===== src/rtl/invader_formation_pkg.sv =====
// Shared constants and state encoding for the invader formation and the VGA controller.
// Optional build macro: INVADER_SPEEDUP_EN (shortens the march period as invaders die).
package invader_formation_pkg;

    localparam int INVADERS_H   = 11;
    localparam int INVADERS_V   = 5;
    localparam int NUM_INVADERS = INVADERS_H * INVADERS_V;
    localparam int COL_PITCH    = 16;
    localparam int ROW_PITCH    = 16;
    localparam int SPRITE_W     = 12;
    localparam int SPRITE_H     = 8;

    localparam int SCREEN_W     = 640;
    localparam int SCREEN_H     = 480;
    localparam int X_MIN        = 8;
    localparam int X_MAX        = 632;
    localparam int Y_LAND       = 440;

    typedef enum logic [1:0] {
        IDLE    = 2'd0,
        MARCH   = 2'd1,
        CLEARED = 2'd2,
        LANDED  = 2'd3
    } formState_e;

    // Alive-mask bit position of an invader; row 0 occupies the low bits.
    function automatic int bitIndex(input int row, input int col, input int cols);
        return row * cols + col;
    endfunction

endpackage


===== src/rtl/invader_formation_extents.sv =====
// Combinational live extents of the alive mask: leftmost/rightmost live column,
// lowest live row, and a flag that the mask is non-empty.
module formation_extents
    import invader_formation_pkg::*;
#(
    parameter int COLS = INVADERS_H,
    parameter int ROWS = INVADERS_V,
    localparam int COL_W = $clog2(COLS),
    localparam int ROW_W = $clog2(ROWS)
) (
    input  logic [COLS*ROWS-1:0] mask,
    output logic [COL_W-1:0]     lcol,
    output logic [COL_W-1:0]     rcol,
    output logic [ROW_W-1:0]     brow,
    output logic                 valid
);

    logic [COLS-1:0] colAny;
    logic [ROWS-1:0] rowAny;

    always_comb begin
        colAny = '0;
        rowAny = '0;
        for (int r = 0; r < ROWS; r++) begin
            for (int c = 0; c < COLS; c++) begin
                if (mask[bitIndex(r, c, COLS)]) begin
                    colAny[c] = 1'b1;
                    rowAny[r] = 1'b1;
                end
            end
        end
    end

    // Later loop iterations overwrite earlier ones, so scan direction picks the extreme.
    always_comb begin
        lcol = '0;
        rcol = '0;
        brow = '0;
        for (int c = COLS - 1; c >= 0; c--) begin
            if (colAny[c]) lcol = COL_W'(c);
        end
        for (int c = 0; c < COLS; c++) begin
            if (colAny[c]) rcol = COL_W'(c);
        end
        for (int r = 0; r < ROWS; r++) begin
            if (rowAny[r]) brow = ROW_W'(r);
        end
    end

    assign valid = |mask;

endmodule


===== src/rtl/invader_formation.sv =====
// Invader grid state for one wave: alive mask, formation origin and march/descend motion.
// Optional build macro: INVADER_SPEEDUP_EN (period = min(BASE_PERIOD, alive/4 + 1)).
module invader_formation #(
    parameter int INVADERS_H  = invader_formation_pkg::INVADERS_H,
    parameter int INVADERS_V  = invader_formation_pkg::INVADERS_V,
    parameter int COL_PITCH   = invader_formation_pkg::COL_PITCH,
    parameter int ROW_PITCH   = invader_formation_pkg::ROW_PITCH,
    parameter int SPRITE_W    = invader_formation_pkg::SPRITE_W,
    parameter int SPRITE_H    = invader_formation_pkg::SPRITE_H,
    parameter int START_X     = 40,
    parameter int START_Y     = 48,
    parameter int X_MIN       = invader_formation_pkg::X_MIN,
    parameter int X_MAX       = invader_formation_pkg::X_MAX,
    parameter int STEP_X      = 4,
    parameter int STEP_Y      = 8,
    parameter int Y_LAND      = invader_formation_pkg::Y_LAND,
    parameter int BASE_PERIOD = 16
) (
    input  logic                           clk,
    input  logic                           arst_n,
    input  logic                           frame,
    input  logic                           start,
    input  logic                           hit_valid,
    input  logic [2:0]                     hit_row,
    input  logic [3:0]                     hit_col,
    output logic [INVADERS_H*INVADERS_V-1:0] invaders,
    output logic [9:0]                     invaders_x,
    output logic [9:0]                     invaders_y,
    output logic [5:0]                     alive_count,
    output logic                           wave_clear,
    output logic                           landed
);

    import invader_formation_pkg::*;

    localparam int N     = INVADERS_H * INVADERS_V;
    localparam int CNT_W = $clog2(BASE_PERIOD + 1);
    localparam int IDX_W = $clog2(N);
    localparam int COL_W = $clog2(INVADERS_H);
    localparam int ROW_W = $clog2(INVADERS_V);

    formState_e       state_q, state_d;
    logic [N-1:0]     mask_q, mask_d;
    logic [9:0]       xPos_q, xPos_d;
    logic [9:0]       yPos_q, yPos_d;
    logic             moveRight_q, moveRight_d;
    logic [CNT_W-1:0] frameCnt_q, frameCnt_d;
    logic [5:0]       aliveCnt_q, aliveCnt_d;
    logic             waveClear_q, waveClear_d;
    logic             landed_q, landed_d;

    logic [COL_W-1:0] lcol, rcol;
    logic [ROW_W-1:0] brow;
    logic             extValid;

    formation_extents #(
        .COLS (INVADERS_H),
        .ROWS (INVADERS_V)
    ) uExtents (
        .mask  (mask_q),
        .lcol  (lcol),
        .rcol  (rcol),
        .brow  (brow),
        .valid (extValid)
    );

    logic [CNT_W-1:0] period;
`ifdef INVADER_SPEEDUP_EN
    logic [5:0] fastPeriod;
    assign fastPeriod = (aliveCnt_q >> 2) + 6'd1;
    assign period     = (int'(fastPeriod) < BASE_PERIOD) ? CNT_W'(fastPeriod) : CNT_W'(BASE_PERIOD);
`else
    assign period     = CNT_W'(BASE_PERIOD);
`endif

    // ">=" rather than "==" so a period that shrinks below the running count still steps.
    logic [CNT_W:0] cntPlus;
    logic           stepDue;
    assign cntPlus = {1'b0, frameCnt_q} + (CNT_W + 1)'(1);
    assign stepDue = frame && (cntPlus >= {1'b0, period}) && extValid;

    logic [10:0] rightEdge, leftEdge, landEdge;
    logic        blocked, landNow;
    logic [9:0]  xStepped, yStepped;

    // Bound checks use 11 bits so a formation near the screen edge cannot wrap.
    assign rightEdge = {1'b0, xPos_q} + 11'(rcol) * 11'(COL_PITCH) + 11'(SPRITE_W + STEP_X);
    assign leftEdge  = {1'b0, xPos_q} + 11'(lcol) * 11'(COL_PITCH);
    assign blocked   = moveRight_q ? (rightEdge > 11'(X_MAX)) : (leftEdge < 11'(X_MIN + STEP_X));
    assign xStepped  = blocked ? xPos_q
                     : (moveRight_q ? xPos_q + 10'(STEP_X) : xPos_q - 10'(STEP_X));
    assign yStepped  = blocked ? yPos_q + 10'(STEP_Y) : yPos_q;
    assign landEdge  = {1'b0, yStepped} + 11'(brow) * 11'(ROW_PITCH) + 11'(SPRITE_H);
    assign landNow   = landEdge >= 11'(Y_LAND);

    logic             hitInRange, hitAccept;
    logic [IDX_W-1:0] hitIdx;
    logic [N-1:0]     hitOneHot;

    assign hitInRange = (int'(hit_row) < INVADERS_V) && (int'(hit_col) < INVADERS_H);
    assign hitIdx     = IDX_W'(int'(hit_row) * INVADERS_H + int'(hit_col));

    always_comb begin
        hitOneHot = '0;
        if (hitInRange) hitOneHot[hitIdx] = 1'b1;
    end

    assign hitAccept = hit_valid && (state_q == MARCH) && (|(mask_q & hitOneHot));

    // Next-state: step and hit apply independently; clearing the wave outranks landing.
    always_comb begin
        state_d     = state_q;
        mask_d      = mask_q;
        xPos_d      = xPos_q;
        yPos_d      = yPos_q;
        moveRight_d = moveRight_q;
        frameCnt_d  = frameCnt_q;
        aliveCnt_d  = aliveCnt_q;
        waveClear_d = 1'b0;

        case (state_q)
            MARCH: begin
                if (stepDue) begin
                    frameCnt_d = '0;
                    xPos_d     = xStepped;
                    yPos_d     = yStepped;
                    if (blocked) moveRight_d = ~moveRight_q;
                    if (landNow) state_d = LANDED;
                end else if (frame) begin
                    frameCnt_d = frameCnt_q + CNT_W'(1);
                end

                if (hitAccept) begin
                    mask_d     = mask_q & ~hitOneHot;
                    aliveCnt_d = aliveCnt_q - 6'd1;
                    if (aliveCnt_q == 6'd1) begin
                        waveClear_d = 1'b1;
                        state_d     = CLEARED;
                    end
                end
            end
            default: ;
        endcase

        if (start) begin
            state_d     = MARCH;
            mask_d      = '1;
            xPos_d      = 10'(START_X);
            yPos_d      = 10'(START_Y);
            moveRight_d = 1'b1;
            frameCnt_d  = '0;
            aliveCnt_d  = 6'(N);
            waveClear_d = 1'b0;
        end

        landed_d = (state_d == LANDED);
    end

    always_ff @(posedge clk or negedge arst_n) begin
        if (!arst_n) begin
            state_q     <= IDLE;
            mask_q      <= '0;
            xPos_q      <= 10'(START_X);
            yPos_q      <= 10'(START_Y);
            moveRight_q <= 1'b1;
            frameCnt_q  <= '0;
            aliveCnt_q  <= '0;
            waveClear_q <= 1'b0;
            landed_q    <= 1'b0;
        end else begin
            state_q     <= state_d;
            mask_q      <= mask_d;
            xPos_q      <= xPos_d;
            yPos_q      <= yPos_d;
            moveRight_q <= moveRight_d;
            frameCnt_q  <= frameCnt_d;
            aliveCnt_q  <= aliveCnt_d;
            waveClear_q <= waveClear_d;
            landed_q    <= landed_d;
        end
    end

    assign invaders    = mask_q;
    assign invaders_x  = xPos_q;
    assign invaders_y  = yPos_q;
    assign alive_count = aliveCnt_q;
    assign wave_clear  = waveClear_q;
    assign landed      = landed_q;

endmodule


===== config.mk =====
export PLATFORM = sky130hd
export DESIGN_NAME = invader_formation
export DESIGN_NICKNAME = d
export VERILOG_FILES = /design/src/rtl/invader_formation_pkg.sv /design/src/rtl/invader_formation_extents.sv /design/src/rtl/invader_formation.sv
export SDC_FILE = /design/constraint.sdc
export NUM_CORES = 1
export LEC_CHECK = 0
export ABC_AREA = 1
export CAP_MARGIN = 0
export CORE_MARGIN = 3
export CORE_UTILIZATION = 40
export DETAILED_ROUTE_END_ITERATION = 16
export GPL_TIMING_DRIVEN = 0
export PLACE_DENSITY = 0.6
export SYNTH_ARGS = -nofsm -noshare
export SYNTH_HDL_FRONTEND = slang
export SYNTH_HIERARCHICAL = 1
export SYNTH_SLANG_ARGS = --single-unit

===== constraint.sdc =====
create_clock -name clk -period 6.09 [get_ports clk]
set_input_delay 1.218 -clock clk [delete_from_list [all_inputs] [get_ports clk]]
set_output_delay 1.218 -clock clk [all_outputs]
set_load 0.02 [all_outputs]

# ---- Word level (Yosys, flattened, before mapping)
# Cells that the tools add are included.
dict set report totals {
  out_inout_bits 83
  ff_bits 91
}
dict set report classes {
  n_lt_le_gt_ge 8
  n_mul 1
  n_eq_ne 4
  n_addsub 12
  n_mux 161
  bitwise_logic 4
  n_reduce_logical 18
}
# operator count
set ops {}
lappend ops {{$mux 55} 4}
lappend ops {{$mux 1} 111}
lappend ops {{$and 55x55->55} 2}
lappend ops {{$reduce_or 55->1} 2}
lappend ops {{$mux 10} 9}
lappend ops {{$mux 4} 14}
lappend ops {{$not 55->55} 1}
lappend ops {{$add 10x8->11} 2}
lappend ops {{$mux 2} 10}
lappend ops {{$mux 5} 4}
lappend ops {{$mux 6} 3}
lappend ops {{$mux 3} 5}
lappend ops {{$add 10x7->11} 1}
lappend ops {{$add 11x4->11 const B} 1}
lappend ops {{$add 11x5->11 const B} 1}
lappend ops {{$ge 11x9->1 const B} 1}
lappend ops {{$gt 11x10->1 const B} 1}
lappend ops {{$lt 11x4->1 const B} 1}
lappend ops {{$add 10x3->10 const B} 1}
lappend ops {{$add 10x4->10 const B} 1}
lappend ops {{$sub 10x3->10 const B} 1}
lappend ops {{$reduce_bool 2->1} 4}
lappend ops {{$lt 6x7->1 const B} 1}
lappend ops {{$add 5x1->6 const B} 1}
lappend ops {{other kinds (18)} 26}

# ---- Logic depth before layout (Yosys ltp)
# Gate-level depths: netlist (run 1).
dict set report depth {
  word_depth 30
  depth_mapped 43
  ltp_nobuf 43
}

# ---- By module
# The synthesis (run 1) kept the hierarchy.
# mod cells_per_inst area_each_um2 instances
set by_module_without_submodules {}
lappend by_module_without_submodules {invader_formation 756 5800.6 1}
lappend by_module_without_submodules {formation_extents 128 613.1 1}

# ---- Least setup slack after synthesis (run 1)
# No wires, ideal clock.
dict set report synth_timing {
  path_type {input -> register}
  start {input hit_row[1]}
  end {register mask_q[40], in the netlist invaders[40]}
  n_path_buf 2
  arrival_time_ps 4401
  setup_time_ps 130
  path_slack_ps 1559
  stages 21
  path_cell_list {inv_1 > ha_1 > fa_1 > fa_1 > inv_1 > nor2_1 > inv_1 > nor3_2 > inv_1 > nor3_1 > nand2_1 > nand2_1 > nor2_1 > nand2_1 > nor2_1 > nand2_2 > nand2_2 > buf_6 > buf_6 > o31ai_1 > nand2_1}
}
dict set report synth_between {
  elab_chain_cells 12
  word_cells_on_any_way 20
  cone_classes {1 x add/sub; 1 x mul; 3 x order compare; 6 x mux; 3 x bitwise; 6 x reduce/logical}
}
# element line
set synth_lines {}
lappend synth_lines {{from (decl)} invader_formation.sv:24} ;# input logic [2:0] hit_row,
lappend synth_lines {{$mul 3x4->6} invader_formation.sv:101} ;# assign hitIdx = IDX_W'(int'(hit_row) * INVADERS_H + int'(hit_col));
lappend synth_lines {{$add 6x4->6} invader_formation.sv:101}
lappend synth_lines {{$lt 6x7->1 (not written as such) or $ge 6x1->1 (tied branches)} invader_formation.sv:105} ;# if (hitInRange) hitOneHot[hitIdx] = 1'b1;
lappend synth_lines {{$logic_and 1x1->1 (not written as such)} invader_formation.sv:105}
lappend synth_lines {{$mux 1 (not written as such)} invader_formation.sv:105}
lappend synth_lines {{$demux 1 s6} invader_formation.sv:105}
lappend synth_lines {{$mux 55 *} invader_formation.sv:105}
lappend synth_lines {{$and 55x55->55 or $not 55->55 (tied branches)} {invader_formation.sv:108, invader_formation.sv:134}}
lappend synth_lines {{$reduce_or 55->1 or $and 55x55->55 (tied branches)} {invader_formation.sv:108, invader_formation.sv:134}}
lappend synth_lines {{$logic_and 1x1->1 or $mux 55 (tied branches)} {invader_formation.sv:108, invader_formation.sv:133}}
lappend synth_lines {{$reduce_bool 2->1 (no line) or $mux 55 (tied branches)} -}
lappend synth_lines {{$reduce_and 2->1 (no line) or $mux 55 (tied branches)} -}
lappend synth_lines {{to (signal assigned)} invader_formation.sv:172} ;# mask_q <= mask_d;
lappend synth_lines {{to (decl)} invader_formation.sv:43} ;# logic [N-1:0] mask_q, mask_d;
# Every way passes the cells marked *; elsewhere a longest branch is shown, timed or not. The select of a mux whose other input is x is not followed.
# A chain may end at the register's enable or synchronous reset.

# ---- Worst setup path after layout (run 1)
dict set report layout_timing {
  start {input hit_row[1]}
  end {register mask_q[48], in the netlist invaders[48]}
}
# Same word-level chain as after synthesis.

==> impl.org, run 1 <==
** Floorplan
- Effective utilization at floorplan :: 41.6%
- Ports :: 95
- Height of the die :: 133 µm
- Row generation in the floorplan step produced 45 rows.
- Die outline area :: 17600 µm²
- The die is 133 µm wide.
- In this run the standard cell core region covers 15400 µm².

** Global routing
- For this run, global-route usage on met3 was measured as 4.60%.
- Global-route wire length before repair :: 32600 µm
- Global routing used 23.5% of the available tracks across all layers.
- The total overflow left after global routing is 0.
- Global routing used 34.1% of the available met1 tracks.
- Global-route met2 utilization :: 36.0%
- Largest net degree at the start of global routing :: 62
- Most crowded layer after global routing :: met2
- The via count of the first global-routing pass came to 5910.
- Initial antenna violation count :: 0

** STA
- Aggregate negative setup slack :: 0 ps
- Tightest Pin Transition :: 954 ps
- Max-slew violation total from the final report :: 0
- RSZ-0062 raised after global routing :: no
- Setup violations remaining at the end of the flow were counted as 0.
- The number of endpoints with negative hold slack in the final report is 0.
- Max Fclk :: 0.177 GHz
- Max-slew headroom at the worst pin :: 36.1%
- Worst clock skew on the final layout :: 8.63 ps
- The final critical path takes up 92.9% of the cycle.
- Final worst path period need :: 5660 ps

** Worst setup path
- Data arrives at the worst endpoint at 5890 ps.
- The most numerous cell type found on the critical path is nand2_1.
- The signal on the critical path passes through clkdlybuf4s50_1 -> inv_1 -> ha_1 -> fa_1 -> fa_1 -> inv_1 -> nand2_1 -> nor3_2 -> inv_1 -> nor3_1 -> nand2_1 -> nand2_1 -> nor2_1 -> nand2_1 -> nor2_1 -> nand2_2 -> nand2_2 -> buf_6 -> buf_6 -> o31ai_1 -> nand2_1.
- Kind of critical path :: input pin to flop
- Of all nets on the critical path, the largest fanout is 10.
- Measured in cells, the most critical reg-to-reg path has a length of 30.
- At the worst endpoint, the required time is 6320 ps.
- STA classifies the critical path endpoint as a flop.
- STA classifies the critical path startpoint as an input pin.
- FF-to-FF setup slack :: 720 ps
- For this run, the slowest stage of the critical path takes 720 ps.
- Critical path's slowest cell :: nor3_2

** Clock network
- Buffer type at the clock tree root :: clkbuf_16
- Post-CTS setup buffer count :: 0
- Counting the buffers created by CTS gives 9.
- Clock Sink Count :: 86
- Buffers from clock root to sink, at most :: 2
- After clock tree synthesis, the clock-pin slew on the worst setup and hold paths is 70 ps.
- Buffers inserted to repair hold after CTS numbered 0.
- The number of gates resized after CTS was 0.
- TritonCTS built the clock tree.
- H-tree Lvls :: 3
- Clock network latency to the later pin of the worst-skew pair :: 360 ps

** Synthesis
- Area share of the largest cell type after synthesis :: 31.6%
- Post-synthesis instance area :: 6410 µm²
- Counting flops with an async set or reset pin after synthesis yields a share of 100%.
- The synthesized netlist contains 53 unique library cells.
- Post-Synthesis Cells :: 884
- Yosys reg bits :: 86
- The Yosys step of the flow raised 6 warnings.
- In the post-synthesis netlist, the biggest area contributors are dfrtp_1, nand2_1, ha_1, inv_1, nand3_1.
- Counting flops with a built-in enable in the synthesized netlist gives 0.
- Among all flip-flop cells after synthesis, the most frequent one is dfrtp_1.
- Syn Area/Cell :: 7.26 µm²
- The synthesized design spends more area on one cell type than any other, namely dfrtp_1.
- Most frequent cell after synthesis :: nand2_1
- The commonest cells after synthesis are nand2_1, inv_1, dfrtp_1.
- For this run, the register share of the synthesized area comes to 33.7%.

** Cells and area
- The number of antenna diodes in the final layout is 0.
- Relative to the synthesized area, the layout overhead comes to 23.0%.
- Fill cell count :: 1631
- Final net count :: 1045
- Cells with a size suffix above 1 make up 8.06% of the layout.
- With fillers left out, the area of the finished cells amounts to 7890 µm².
- For this run, the share of the core covered by cells in the final layout is 51.1%.

** Power
- Cell area power density :: 338 nW/µm²
- In this run, flip-flops and latches consume 26.9% of the power.
- Combinational cells account for 52.3% of the total power.
- The share of total power dissipated in the clock network is 20.7%.
- Max IR drop VDD :: 0.191 mV
- Sw Ratio :: 45.6%
- The completed layout was analyzed and its total power is 2670 µW.
- Summed over all nets, the switching power comes to 1220 µW.
- Internal power :: 1450 µW
- Summed over all cells, the static leakage comes to 0.00351 µW.

** Placed design
- After detailed placement, the total cell area comes to 7600 µm².
- Buffers on Ports :: 88
- After legalization and detailed placement, the total HPWL measured 15300 µm.
- RePlAce Congestion :: 0.944

** Routing
- Via count of the routed design :: 6244
- Remaining antenna violation count after routing :: 0
- The detailed router finished its first iteration with 575 violations.
- In the final routed layout, each cell accounts on average for 16.8 µm.
- The first TritonRoute pass finished after 5 iterations.
- Via density :: 5.19
- After detailed routing, the number of remaining DRC violations is 0.
- After detailed routing, the total wire length is 20200 µm.

** Run
- Reported max-cap violation count :: 0

** Hold path
- Path type of the worst min-delay path :: flop to flop
- The worst hold path was traced through 2 stages.

** Status
- Result of the run :: finished, final reports clean
==> area by class of cell <==
class                   count  area (µm²)  area share, %
flip-flops and latches     86        2160           27.4
plain buffers              24         145           1.84
clock buffers               9         225           2.86
repair buffers             89         906           11.5
inverters                 125         469           5.95
multi-input cells         653        3660           46.4
clock inverters             7        63.8          0.809
well taps                 211         264           3.35
==> routing by layer <==
layer / share of wire (%) / wire, µm
met5: 0 / 0
met4: 1.8 / 372
met3: 6.8 / 1390
met2: 44 / 8900
met1: 47 / 9590
==> state kept, by name, summed over array words and instances, names as in the netlist <==
| signal | flops |
|---|---|
| wave_clear | 1 |
| invaders_x | 8 |
| invaders_y | 7 |
| alive_count | 6 |
| moveRight_q | 1 |
| landed | 1 |
| invaders | 55 |
| state_q | 2 |
| frameCnt_q | 5 |
==> per-stage QoR <==
stage	std cells	hold WS, ps	setup WS (ps)
6_report	1204	545	431
2_1_floorplan	888	498	1560
4_1_cts	1204	547	465
3_5_place_dp	1188	531	104
5_1_grt	1204	564	103
3_3_place_gp	1187	522	105
==> cell usage in the layout, fill, tap and decap left out, types with 3 or more instances in the layout <==
cell	n
xnor2_1	7
o22ai_1	8
o31ai_1	16
clkbuf_1	11
o21ai_0	48
nor4_1	7
nand3_1	75
inv_8	3
clkdlybuf4s50_1	87
nor2_2	5
nor2_4	6
conb_1	5
buf_6	4
inv_2	6
nand2_1	250
a21oi_1	19
dfrtp_1	81
nand4_1	18
ha_1	38
dfstp_2	5
nor3_1	11
clkbuf_16	9
inv_1	117
nor3_2	9
buf_4	7
xor2_1	9
nand2_4	3
nor2_1	80
fa_1	7
==> critical path: cells and delay by family <==
| family | cells | cell delay (ps) |
|---|---|---|
| AND/OR/NAND/NOR | 11 | 1750 |
| buffers and inverters | 6 | 1370 |
| adder cells (fa/ha/maj) | 3 | 1350 |
| AO/OA/AOI/OAI | 1 | 200 |
==> kinds of logic (layout without fill, tap and decap cells) <==
kind of cell / count (synthesis) / in the layout / synth area share [%]
AOI/OAI and AO/OA: 103 / 103 / 9.50
xor gates and xnor gates: 19 / 19 / 3.30
adders and majority gates: 45 / 45 / 9.60
buffers and inverters: 149 / 254 / 9.58
DFF: 86 / 86 / 33.7
other: 1 / 5 / 0.0585
and+or+nand+nor: 481 / 481 / 34.3
==> power by group through the flow <==
stage | combinational, µW | clock [µW] | sequential (µW)
2_1_floorplan | 947 | 0 | 776
3_3_place_gp | 1380 | 0 | 731
3_5_place_dp | 1390 | 0 | 732
4_1_cts | 1400 | 566 | 721
5_1_grt | 1590 | 588 | 732
6_report | 1400 | 553 | 719
==> final timing paths <==
kind	end	startpoint
worst min register to register	frameCnt_q[4]	frameCnt_q[4]
worst max-delay path	invaders[48]	hit_row[1]
worst min-delay path	frameCnt_q[4]	frameCnt_q[4]
max in group asynchronous	invaders_y[5]	arst_n
worst max register to register	landed	invaders[27]
min in group asynchronous	invaders[26]	arst_n
No activity file was read; power rests on OpenSTA's default activity.
==> run 2: changes to the inputs <==
- SYNTH_HIERARCHICAL: 1 -> not set
==> impl.org, run 2 <==
** Synthesis
- Syn Area/Cell :: 7.13 µm²
- Sequential cell area fraction in the yosys report :: 35.1%
- Yosys top cell by area :: dfrtp_1
- Yosys reg bits :: 86
- Post-synthesis instance area :: 6140 µm²
- Number of warnings issued by yosys :: 0
- nand2_1 is the most common cell in the netlist.
- Sorting the synthesized cells by area gives the leading types as dfrtp_1, nand2_1, ha_1, inv_1, nand3_1.
- In the synthesized netlist the dominant register cell turns out to be dfrtp_1.
- Area share of the largest cell type after synthesis :: 33.0%
- Number of distinct library cell variants in the gate-level netlist after synthesis :: 40
- In this run, synthesis inferred 0 flip-flops with an integrated enable.
- FFs w/ async S/R, synth :: 100%
- Cell types with the highest counts after synthesis :: nand2_1, inv_1, dfrtp_1
- Counting every instance in the synthesized netlist gives 861.

** Power
- In this run the power spent charging and discharging nets is 1200 µW.
- Summed over all cells, the static leakage comes to 0.00350 µW.
- Cell area power density :: 353 nW/µm²
- Internal power :: 1490 µW
- Registers are responsible for 26.7% of the overall power.
- Share of power burned in the clock network :: 22.2%
- Sw Ratio :: 44.5%
- Max IR drop VDD :: 0.145 mV
- Proportion of power drawn by combinational gates :: 51.1%

** STA
- The worst path needs 5700 ps of the cycle, external delays included.
- Tightest Pin Transition :: 1260 ps
- Max-slew headroom at the worst pin :: 15.2%
- Static timing analysis puts the maximum clock frequency at 0.175 GHz.
- Final setup vio count :: 0
- Hold Fails Final Rpt :: 0
- Setup repair after global routing left no endpoint under its margin.
- On the final layout, the worst clock skew is 6.73 ps.
- Aggregate negative setup slack :: 0 ps
- Final hold analysis gives a worst-case slack of 517 ps.
- Max-slew violation total from the final report :: 0
- Fin crit share :: 93.6%

** Floorplan
- The initial utilization of the core area, before any placement, comes to 41.6%.
- Die extent in x :: 130 µm
- Standard cell core area :: 14800 µm²
- Row cnt :: 44
- The die covers 16900 µm².
- 95 I/O pins were placed.
- Measured along the y axis, the die boundary spans 130 µm.

** Cells and area
- After filler insertion, the fill cell instance count of the layout stands at 1514.
- In the final design database the tool counted 1021 nets.
- The library cell used most frequently in the layout, excluding fill and tap cells, is nand2_1.
- Once layout is complete, the utilization of the core stands at 51.6%.
- Final Cell Area :: 7620 µm²
- Area overhead of the layout relative to synthesis :: 24.0%
- The register with the most flip-flops in the layout has 55 of them.
- Cells with a size suffix above 1 make up 5.67% of the layout.
- Diodes inserted :: 0
- Final non-filler cell total :: 1154
- Most used cells in the layout excluding fill and tap cells :: nand2_1, inv_1, clkdlybuf4s50_1

** Clock network
- Clock-pin slew was measured on the worst setup and hold paths at 70 ps.
- TritonCTS built the clock tree.
- Post-CTS setup buffer count :: 0
- At the later pin of the worst-skew pair, clock insertion delay measures 350 ps.
- Clock Sink Count :: 86
- Total of cells resized after clock tree synthesis :: 0
- CTS buffer count :: 9
- CTS built an H-tree with a depth of 3.
- Counting along the longest clock path gives a buffer depth of 2.
- The tree is rooted in a clkbuf_16.
- The number of hold buffers added after CTS was 0.

** Global routing
- Global route total overflow :: 0
- Number of global-route vias before repair :: 5989
- Initial antenna violation count :: 0
- Entering global routing, the biggest net connects 59 pins.
- The first global-routing pass estimated 32200 µm of wire.
- In the global route stage, overall resource usage came out at 24.7%.

** Worst setup path
- Kind of start point of the critical path :: input pin
- Critical path's slowest cell :: nor3_2
- For this run, the slowest stage of the critical path takes 670 ps.
- Maximum fanout along the worst path :: 10
- The signal on the critical path passes through clkdlybuf4s50_1 -> inv_1 -> ha_1 -> fa_1 -> fa_1 -> nand2_1 -> nor3_2 -> inv_1 -> nor3_1 -> nand2_1 -> nand2_1 -> nor2_1 -> nand2_1 -> nor2_1 -> nand2_2 -> nand2_4 -> inv_2 -> buf_4 -> nand2_1 -> nand2_1 -> nand2_1.
- STA classifies the critical path endpoint as a flop.
- In this design, the critical path's most frequently occurring cell is nand2_1.
- For the worst setup path, the data required time is 6310 ps.
- Kind of critical path :: input pin to flop
- STA puts the critical path data arrival time at 5920 ps.

** Routing
- Total wirelength of the detailed-routed design :: 20200 µm
- In the final routed layout, each cell accounts on average for 17.5 µm.
- The first detailed-routing pass ran for 5 iterations.
- In the routed design, unresolved DRC markers number 0.
- Via count of the routed design :: 6280
- The detail route stage leaves a number of antenna-violating nets equal to 0.
- The detailed router finished its first iteration with 509 violations.
- Via density :: 5.44

** Placed design
- Buffers placed on the I/O ports in this run total 88.
- After legalization and detailed placement, the total HPWL measured 15300 µm.
- At the end of routability-driven placement, the weighted congestion stood at 0.976.
- Cells after DPL :: 1138
- Post-place instance area :: 7290 µm²

** Run
- Reported max-cap violation count :: 0

** Status
- Result of the run :: finished, final reports clean

** Hold path
- The worst hold path belongs to the class flop to flop.
run 2: cells by family (layout without fill, tap and decap cells):
kind of cell / count (synthesis) / count (layout) / synth area share, %
AND/OR/NAND/NOR: 454 / 454 / 32.7
buffers and inverters: 150 / 255 / 9.92
AO/OA/AOI/OAI: 107 / 107 / 9.43
flip-flops: 86 / 86 / 35.1
adder cells (fa/ha/maj): 44 / 44 / 9.82
XOR/XNOR: 18 / 18 / 2.81
other: 1 / 5 / 0.0611
multiplexers: 1 / 1 / 0.163
run 2: power by group through the flow:
stage | Sequential [µW] | Clock, µW | Combinational (µW)
finish | 717 | 597 | 1380
global route | 730 | 629 | 1560
CTS | 718 | 605 | 1370
detailed placement | 729 | 0 | 1370
global placement | 730 | 0 | 1350
floorplan | 775 | 0 | 928
run 2: worst paths after layout:
| check | from | to | slack (ps) | depth (start not counted) |
|---|---|---|---|---|
| min in group asynchronous | arst_n | invaders_x[9] | 790 | 1 |
| worst min register to register | alive_count[2] | alive_count[2] | 520 | 2 |
| worst min-delay path | alive_count[2] | alive_count[2] | 520 | 2 |
| max in group asynchronous | arst_n | invaders[7] | 4650 | 2 |
| worst max-delay path | hit_row[1] | invaders[22] | 390 | 21 |
| worst max register to register | invaders[26] | landed | 770 | 36 |
run 2: area by class of cell:
cell class | instances | area, µm² | share of cell area (%)
multi-input cells | 629 | 3390 | 44.6
well taps | 184 | 230 | 3.02
flip-flops and latches | 86 | 2160 | 28.3
clock buffers | 11 | 253 | 3.32
repair buffers | 89 | 906 | 11.9
inverters | 122 | 458 | 6.01
plain buffers | 28 | 151 | 1.99
clock inverters | 5 | 65.1 | 0.854
run 2: critical path: cells and delay by family:
family	cells	cell delay, ps
and+or+nand+nor	13	2090
buffers and inverters	5	1190
adders and majority gates	3	1410
run 2: metal layers:
metal / vias up / global-route usage (%) / wire length, µm
met5: - / 0 / 0
met4: 0 / 9.11 / 547
met3: 40 / 5.20 / 1680
met2: 254 / 37.2 / 8900
met1: 2952 / 35.1 / 9030
li1: 3034 / - / -
run 2: per-stage QoR:
stage | setup slack, ps | power (µW)
floorplan | 1420 | 1700
finish | 391 | 2690
global placement | 97.2 | 2080
CTS | 452 | 2700
detailed placement | 88.9 | 2090
global route | 60.8 | 2910
==> run 3: changes to the inputs <==
- CORE_MARGIN: 3 -> not set
- CTS_BUF_LIST: not set -> sky130_fd_sc_hd__clkbuf_16
- PLACE_DENSITY: 0.6 -> 0.63
- clock period: 6.09 -> 5.2 ns (I/O delays scaled with it)
==> impl.org, run 3 (synthesis results as in run 2) <==
** Clock network
- Clock-pin slew was measured on the worst setup and hold paths at 70 ps.
- The clock tree synthesis step divided the H-tree into 3 levels.
- Clock Sink Count :: 86
- Buffer type at the clock tree root :: clkbuf_16
- Buffers from clock root to sink, at most :: 2
- Clock latency on the worst-skew pair, taken at its later pin, is 360 ps.
- Clock tree from TritonCTS :: done
- CTS buffer count :: 9

** Cells and area
- The multi-input combinational cells in the finished layout cover a total of 3590 µm².
- Final Cell Area :: 7920 µm²
- The filler cells instantiated in the layout total 1451.
- The post-route netlist has 11.3% of its cells at a drive strength greater than 1.
- Relative to the synthesized area, the layout overhead comes to 28.9%.
- Diodes inserted :: 0
- Most common cell after layout, fill and taps aside :: nand2_1
- FF/Latch Area :: 2160 µm²
- Max reg flops :: 55
- Most used cells in the layout excluding fill and tap cells :: nand2_1, inv_1, clkdlybuf4s50_1
- For this run, the number of standard cells in the final layout without fillers is 1171.
- Final net count :: 1039

** Floorplan
- Standard cell core area :: 14800 µm²
- Die outline area :: 15900 µm²
- Effective utilization at floorplan :: 41.6%
- Die extent in x :: 126 µm
- In this run the count of I/O pins placed on the die edge is 95.
- Row cnt :: 44
- Height of the die :: 126 µm

** Run
- Reported max-cap violation count :: 0

** Routing
- Drt wl/cell :: 17.2 µm
- Via count of the routed design :: 6458
- Dividing the detail-routed via count by the number of cells gives 5.51.
- Total wirelength of the detailed-routed design :: 20100 µm
- The first routing iteration left 660 violations.
- Drt first pass iters :: 6
- DRC viols :: 0
- The count of nets left with antenna violations once routing finished came out at 0.

** Placed design
- Detailed placement finished with a half-perimeter wire length of 14800 µm.
- Timing analysis after detailed placement gives a worst setup slack of -579 ps.
- After detailed placement, the design holds a cell count of 1138.
- The placed instances occupy a cell area of 7290 µm².
- RePlAce Congestion :: 0.965
- Input and output buffers added on the ports amount to 88.

** Worst setup path
- Tracing the worst setup path back leads to its startpoint at hit_row[1].
- Origin of the critical flop-to-flop path :: invaders[7]
- The setup path with the least slack is of type input pin to flop.
- Critical path's largest stage delay :: 570 ps
- STA classifies the critical path endpoint as a flop.
- Kind of start point of the critical path :: input pin
- Broken down by cell family, the worst path's largest delay share belongs to simple AND/OR/NAND/NOR gates.
- At the worst endpoint, the required time is 5430 ps.
- Among all stages on the critical path, the largest delay is contributed by fa_1.
- The number of buffers and inverters on the critical path is 5.
- The signal on the critical path passes through clkdlybuf4s50_1 -> inv_1 -> ha_1 -> fa_1 -> fa_2 -> inv_1 -> nand2_1 -> nor3_4 -> inv_1 -> nor3_1 -> nand2_1 -> nand3_1 -> nor2_1 -> nand2_1 -> nor2_1 -> nand2_2 -> nand2_4 -> buf_2 -> o31ai_1 -> nand2_1.
- The number of cells on the worst reg-to-reg path is 34.
- Worst r2r dst :: state_q[1]
- In this run the register-to-register setup slack is 270 ps.
- Among the stages of the critical path, the cell type that occurs most often is nand2_1.
- Worst endpoint data arrival time :: 5280 ps
- In this run the worst setup path terminates at invaders[15].
- Counting buffers and inverters, the worst setup path is 20 cells deep.
- Maximum fanout along the worst path :: 10

** Power
- Total power for the finished layout comes to 3250 µW.
- IR analysis of the VDD net gives a maximum drop of 0.181 mV.
- Cell area power density :: 411 nW/µm²
- The analysis attributes to cell leakage a power of 0.00366 µW.

** STA
- Tightest Pin Transition :: 806 ps
- Final setup vio count :: 0
- Max-slew violation total from the final report :: 0
- Final worst path period need :: 5050 ps
- Final critical-path setup slack :: 147 ps
- The number of endpoints with negative hold slack in the final report came to 0.
- Summed over all failing endpoints, the final setup total negative slack is 0 ps.
- Between clock sinks in the finished design, the worst skew comes to 10.7 ps.
- Derived from the worst setup path, the maximum achievable clock frequency is 0.198 GHz.
- The final critical path takes up 97.2% of the cycle.
- Measured against its own limit, the worst slew margin works out to 45.7%.

** Global routing
- Initial antenna violation count :: 0
- Global routing consumed, over all layers together, 25.9% of the routing resources.
- Largest net degree at the start of global routing :: 57
- Global routing finished with a remaining overflow of 0.
- The first global-routing pass estimated 31800 µm of wire.
- The via count of the first global-routing pass was 5943.

** Hold path
- Path type of the worst min-delay path :: flop to flop

** Status
- The flow ran to the end, and the final reports show no timing, DRC or antenna violations.
[run 3: power breakdown]
group	internal, µW	leakage, µW	switching (µW)
clock network	325	0.000136	303
registers	749	0.000856	95.1
logic	686	0.00266	1100
total	1760	0.00366	1490
[run 3: worst min-delay path by stage]
stage	slack [ps]	startpoint	to	cells past startpoint
2_1_floorplan	480	frameCnt_q[0]	frameCnt_q[0]	1
3_3_place_gp	500	frameCnt_q[0]	frameCnt_q[0]	1
3_5_place_dp	500	frameCnt_q[0]	frameCnt_q[0]	1
4_1_cts	510	frameCnt_q[0]	frameCnt_q[0]	1
5_1_grt	530	frameCnt_q[0]	frameCnt_q[0]	1
6_report	510	frameCnt_q[0]	frameCnt_q[0]	1
[run 3: layout make-up]
type	count	area share, %
multi-input combinational	629	45.3
sequential	86	27.3
timing repair buffer	107	13.2
inverter	122	5.78
tap	184	2.91
clock buffer	9	2.84
buffer	28	2.04
clock inverter	6	0.569
[run 3: repair_timing]
action | 4_1_cts | 5_1_grt
hold buffers | 0 | 0
endpoints found under the setup margin | 62 | 64
pin swaps | 0 | 11
gates resized for setup | 10 | 52
buffers inserted | 0 | 18
[run 3: worst reg2reg max path: cells and delay by family, from the launching register on]
family / cells / cell delay (ps)
xor+xnor: 1 / 210
fa+ha+maj: 4 / 1180
simple gates: 22 / 2340
buf+inv: 5 / 360
flops: 1 / 450
compound gates: 2 / 320
[run 3: per-stage QoR]
| stage | util (%) | hold WS [ps] |
|---|---|---|
| after floorplan | - | 479 |
| after global placement | 49.3 | 500 |
| after detailed placement | 49.4 | 504 |
| after CTS | 51.6 | 513 |
| after global routing | 53.7 | 525 |
| final | 53.7 | 506 |
[run 3: routing by layer]
metal	share of wire [%]	wire length (µm)	global-route usage, %
met3	7.6	1540	3.70
met5	0	0	0
met4	4.8	967	14.0
met1	44	8760	35.2
met2	44	8840	39.9
